$ cat config.mk
export PLATFORM = sky130hd
export DESIGN_NAME = pooling_output_buffer_flat
export DESIGN_NICKNAME = d
export VERILOG_FILES = /design/src/rtl/pooling_output_buffer_if.sv /design/src/rtl/pooling_output_buffer.sv /design/src/flat_wrapper.sv
export SDC_FILE = /design/constraint.sdc
export NUM_CORES = 1
export LEC_CHECK = 0
export CAP_MARGIN = 20
export CELL_PAD_IN_SITES_DETAIL_PLACEMENT = 0
export CELL_PAD_IN_SITES_GLOBAL_PLACEMENT = 1
export CORE_MARGIN = 3
export CORE_UTILIZATION = 55
export DETAILED_ROUTE_END_ITERATION = 10
export GPL_TIMING_DRIVEN = 0
export PLACE_DENSITY = 0.88
export SYNTH_ARGS = -nofsm -noshare
export SYNTH_HDL_FRONTEND = slang
export SYNTH_SLANG_ARGS = --single-unit
$ cat constraint.sdc
create_clock -name clk -period 10.78 [get_ports clk]
set_clock_uncertainty 0.05 [all_clocks]
set_input_delay 1.617 -clock clk [delete_from_list [all_inputs] [get_ports clk]]
set_output_delay 1.617 -clock clk [all_outputs]
set_load 0.01 [all_outputs]
$ cat src/rtl/pooling_output_buffer_if.sv
// Stream bundle for the pooling output buffer: tagged input results and the
// drained output stream. The buffer takes the slave side.
interface pooling_output_buffer_if #(
    parameter int DATA_WIDTH = 32,
    parameter int FEAT_W     = 2,
    parameter int ROW_W      = 3
);
    logic                  in_valid;
    logic                  in_ready;
    logic [FEAT_W-1:0]     feature_idx;
    logic [ROW_W-1:0]      feature_row;
    logic [DATA_WIDTH-1:0] data_in;
    logic                  out_valid;
    logic                  out_ready;
    logic [DATA_WIDTH-1:0] out_data;
    logic [FEAT_W-1:0]     out_feature;
    logic                  out_last;

    modport master (
        output in_valid, feature_idx, feature_row, data_in, out_ready,
        input  in_ready, out_valid, out_data, out_feature, out_last
    );

    modport slave (
        input  in_valid, feature_idx, feature_row, data_in, out_ready,
        output in_ready, out_valid, out_data, out_feature, out_last
    );
endinterface

$ cat src/rtl/pooling_output_buffer.sv
// Pooling output stage: keeps rows selected by stride/phase, queues them in a
// DEPTH-entry FIFO and drains them through a valid/ready stream.
module pooling_output_buffer #(
    parameter int DATA_WIDTH  = 32,
    parameter int NUM_FEATURE = 4,
    parameter int ROW_W       = 3,
    parameter int POOL_STRIDE = 2,
    parameter int ROW_PHASE   = 1,
    parameter int DEPTH       = 8,
    localparam int FEAT_W     = (NUM_FEATURE > 1) ? $clog2(NUM_FEATURE) : 1,
    localparam int CNT_W      = $clog2(DEPTH) + 1
) (
    input  logic                    clk,
    input  logic                    rst_n,
    input  logic                    clear,
    pooling_output_buffer_if.slave  bus,
    output logic [CNT_W-1:0]        level,
    output logic                    err_idx
);
    localparam int PTR_W = $clog2(DEPTH);

    logic [DATA_WIDTH-1:0] mem_data [DEPTH];
    logic [FEAT_W-1:0]     mem_feat [DEPTH];
    logic [PTR_W-1:0]      wr_ptr;
    logic [PTR_W-1:0]      rd_ptr;

    logic accept;
    logic row_hit;
    logic idx_ok;
    logic keep;
    logic bad_idx;
    logic pop;

    assign bus.in_ready  = (level < CNT_W'(DEPTH));
    assign bus.out_valid = (level != '0);

    assign accept  = bus.in_valid && bus.in_ready;
    assign row_hit = ((32'(bus.feature_row) % POOL_STRIDE) == ROW_PHASE);
    assign idx_ok  = (32'(bus.feature_idx) < NUM_FEATURE);
    assign keep    = accept && row_hit && idx_ok;
    assign bad_idx = accept && !idx_ok;
    assign pop     = bus.out_valid && bus.out_ready;

    // Head entry is forced to zero while empty, so reset/clear never exposes
    // stale or uninitialised storage.
    assign bus.out_data    = bus.out_valid ? mem_data[rd_ptr] : '0;
    assign bus.out_feature = bus.out_valid ? mem_feat[rd_ptr] : '0;
    assign bus.out_last    = bus.out_valid &&
                             (32'(mem_feat[rd_ptr]) == NUM_FEATURE - 1);

    always_ff @(posedge clk or negedge rst_n) begin
        if (!rst_n) begin
            wr_ptr  <= '0;
            rd_ptr  <= '0;
            level   <= '0;
            err_idx <= 1'b0;
        end else if (clear) begin
            wr_ptr  <= '0;
            rd_ptr  <= '0;
            level   <= '0;
            err_idx <= 1'b0;
        end else begin
            if (keep)
                wr_ptr <= wr_ptr + 1'b1;
            if (pop)
                rd_ptr <= rd_ptr + 1'b1;
            case ({keep, pop})
                2'b10:   level <= level + 1'b1;
                2'b01:   level <= level - 1'b1;
                default: level <= level;
            endcase
            if (bad_idx)
                err_idx <= 1'b1;
        end
    end

    // Storage is datapath only; occupancy and pointers decide what is valid.
    always_ff @(posedge clk) begin
        if (keep && !clear) begin
            mem_data[wr_ptr] <= bus.data_in;
            mem_feat[wr_ptr] <= bus.feature_idx;
        end
    end
endmodule

$ cat src/flat_wrapper.sv
// flat-port wrapper written by rule: the top's interface ports become plain ports
module pooling_output_buffer_flat 
#(
    parameter int DATA_WIDTH  = 32,
    parameter int NUM_FEATURE = 4,
    parameter int ROW_W       = 3,
    parameter int POOL_STRIDE = 2,
    parameter int ROW_PHASE   = 1,
    parameter int DEPTH       = 8,
    localparam int FEAT_W     = (NUM_FEATURE > 1) ? $clog2(NUM_FEATURE) : 1,
    localparam int CNT_W      = $clog2(DEPTH) + 1
)
  (clk, rst_n, clear, level, err_idx, bus_in_valid, bus_feature_idx, bus_feature_row, bus_data_in, bus_out_ready, bus_in_ready, bus_out_valid, bus_out_data, bus_out_feature, bus_out_last);
  pooling_output_buffer_if #(.DATA_WIDTH(DATA_WIDTH), .ROW_W(ROW_W)) bus_i ();
  input  logic clk;
  input  logic rst_n;
  input  logic clear;
  output logic [CNT_W-1:0] level;
  output logic err_idx;
  input wire logic [$bits(bus_i.in_valid)-1:0] bus_in_valid;
  input wire logic [$bits(bus_i.feature_idx)-1:0] bus_feature_idx;
  input wire logic [$bits(bus_i.feature_row)-1:0] bus_feature_row;
  input wire logic [$bits(bus_i.data_in)-1:0] bus_data_in;
  input wire logic [$bits(bus_i.out_ready)-1:0] bus_out_ready;
  output wire logic [$bits(bus_i.in_ready)-1:0] bus_in_ready;
  output wire logic [$bits(bus_i.out_valid)-1:0] bus_out_valid;
  output wire logic [$bits(bus_i.out_data)-1:0] bus_out_data;
  output wire logic [$bits(bus_i.out_feature)-1:0] bus_out_feature;
  output wire logic [$bits(bus_i.out_last)-1:0] bus_out_last;
  assign bus_i.in_valid = bus_in_valid;
  assign bus_i.feature_idx = bus_feature_idx;
  assign bus_i.feature_row = bus_feature_row;
  assign bus_i.data_in = bus_data_in;
  assign bus_i.out_ready = bus_out_ready;
  assign bus_in_ready = bus_i.in_ready;
  assign bus_out_valid = bus_i.out_valid;
  assign bus_out_data = bus_i.out_data;
  assign bus_out_feature = bus_i.out_feature;
  assign bus_out_last = bus_i.out_last;
  pooling_output_buffer #(.DATA_WIDTH(DATA_WIDTH), .NUM_FEATURE(NUM_FEATURE), .ROW_W(ROW_W), .POOL_STRIDE(POOL_STRIDE), .ROW_PHASE(ROW_PHASE), .DEPTH(DEPTH)) u_core (.clk(clk), .rst_n(rst_n), .clear(clear), .bus(bus_i), .level(level), .err_idx(err_idx));
endmodule
==> metrics <==
Via density=5.95; final worst-path cycle share=44.7%; top_reg_cell synth=edfxtp_1; Boundary Pins=84; DRC errors left=0; Clock Tree Buf Depth=3; post-layout instance area=0.0133 mm²; Num CTS Buffers=28; worst reg-to-reg setup slack=8010 ps; Root Buffer=clkbuf_16; number of flops mapped to enable cells by yosys=272; GRT Total Usage=21.5%; cts repair resizes=0; ys async rst share=3.55%; R2R depth=9; setup repair after global routing missed its margin=no; post-synth net total=568; Total Nets Final=692; placed standard-cell area=0.0125 mm²; Worst Hold Endpoint=u_core.wr_ptr[0]; Post-DRT Antenna Nets=0; synth top area cells=edfxtp_1 74%, mux4_2 14%, mux2i_1 3.2%, dfrtp_1 2.3%, nor2_1 1.7%; DRT iter0 DRCs=453; #FFs+latches synth=282; max_slew headroom=36.1%; Yosys top cell area share=73.9%; Worst Setup End Kind=output port; worst hold path type=flip-flop to flip-flop; Peak VDD IR=0.239 mV; Syn Std Cell Area=0.0111 mm²; Post-Layout Cell Count=926; hold path cells=2; DIE WIDTH=148 µm; worst-path maximum fanout=10; number of I/O port buffers=80; total wire length=22.6 mm; Area growth, synth to finish=20.6%; routability cong.=0.783; Setup TNS=0 ps; met3 global-route usage=4.54%; # rows=51; Crit path required time=9110 ps; drt pass-1 iters=5; clk slew on worst S/H paths=60 ps; Final min period=4820 ps; hold buffers post-CTS=0; worst slew pin tran=958 ps; post-DP HPWL=13.9 mm; Hold Startpoint=u_core.wr_ptr[0]; power per cell area=222 mW/mm²; Worst EP arrival=3150 ps; M2 GR Usage=36.2%; Die Y=148 µm; RR Startpoint=u_core.level[0]; TritonCTS clock tree=built; Setup Buffers After CTS=0; n_diodes=0; critical path class=flip-flop to output port; synth warn=0; Vias=5,510; Syn Inst Count=522; largest net degree at the start of global routing=25; area leader, netlist=edfxtp_1; Mean Syn Cell Area=21.2 µm²; die footprint=0.0218 mm²; Final Hold Fails=0; status=finished clean; sequential fraction of the synthesis area=76.2%; worst-skew pair later-pin latency=540 ps; first-pass GRT wire length=35.2 mm; Fmax=207 MHz; max cap viols=0; most common cell after layout, fill and taps aside=edfxtp_1; pins over their slew limit=0; Routed WL per cell=24.4 µm; final setup vio count=0; crit path launch type=flip-flop; H-Tree Depth=1; antenna violations before repair=1; GR peak layer=met2; clock sinks=282; most frequent cells in the layout=272 x edfxtp_1, 80 x clkdlybuf4s50_1, 68 x mux4_2; starting density of the core=56.4%; core area=0.0196 mm²; grt met1 use=28.8%; grt total ovfl=0; r2r endpoint=u_core.level[2]; Cells after DPL=881; Leak Pwr=4.19 nW; Netlist cell types=38; vias in the first global route=5,922; share of cells above drive strength 1=22.4%
==> area by class of cell <==
type | count | area [µm²]
Fill cell | 1242 | 6260
Multi-Input combinational cell | 208 | 2530
Clock buffer | 32 | 737
Clock inverter | 13 | 138
Buffer | 30 | 158
Sequential cell | 282 | 8420
Inverter | 2 | 7.51
Timing Repair Buffer | 94 | 1010
Tap cell | 265 | 332
==> worst max-delay path, stage by stage (launching register included) <==
cell	delay, ps
dfrtp_1	400
buf_4	190
nor4_4	730
clkbuf_1	590
nor2_1	170
clkdlybuf4s50_1	530
==> report_power, final <==
group	switching [mW]	internal [mW]	total, mW
Clock	0.376	0.554	0.930
Sequential	0.0162	1.22	1.24
Combinational	0.394	0.390	0.784
Total	0.786	2.17	2.95
==> layer usage <==
| layer | up-vias | part of all wire, % |
|---|---|---|
| met1 | 2842 | 39 |
| met2 | 236 | 52 |
| met5 | - | 0.035 |
| li1 | 2381 | - |
| met3 | 49 | 6.7 |
| met4 | 2 | 2.4 |
==> metrics by stage <==
| stage | util (%) | power [mW] | worst slack, ps | hold slack, ps |
|---|---|---|---|---|
| CTS | 68.0 | 2.98 | 5900 | 567 |
| floorplan | - | 1.69 | 5790 | 501 |
| finish | 68.0 | 2.95 | 5960 | 577 |
| detailed placement | 63.6 | 2.05 | 6490 | 547 |
| global placement | 62.2 | 2.03 | 2810 | 523 |
| global route | 68.0 | 3.07 | 5820 | 617 |
==> logic make-up after synthesis <==
| group | synth area share, % |
|---|---|
| fa+ha+maj | 0.453 |
| buf+inv | 1.49 |
| other cells | 0.0339 |
| xor+xnor | 0.634 |
| flops | 76.2 |
| simple gates | 3.20 |
| mux | 17.0 |
| compound gates | 1.01 |
==> cell usage after synthesis, drive strengths merged (3+ instances only) <==
cell type  number
ha              4
edfxtp        272
buf            18
xnor2           5
a21oi           6
o21ai           4
mux4           68
clkbuf         11
nand3           3
nor3            6
xor2            3
dfrtp          10
nor2           49
mux2i          35
nand2           8
==> state kept, by name, indices dropped and copies added (netlist names) <==
signal and count:
u_core.mem_data 256, u_core.mem_feat 16, u_core.level 4, u_core.rd_ptr 3, u_core.wr_ptr 3
==> worst max-delay path by stage <==
stage | from | endpoint | cells after the start
floorplan | bus_feature_row[0] | u_core.mem_data[0][0] | 3
global placement | bus_feature_row[0] | u_core.mem_data[0][11] | 4
detailed placement | u_core.level[0] | bus_out_data[16] | 5
CTS | u_core.level[0] | bus_out_data[16] | 5
global route | u_core.level[0] | bus_out_data[26] | 5
finish | u_core.level[0] | bus_out_data[26] | 5
Note: power is estimated with default switching activity, not from simulation.
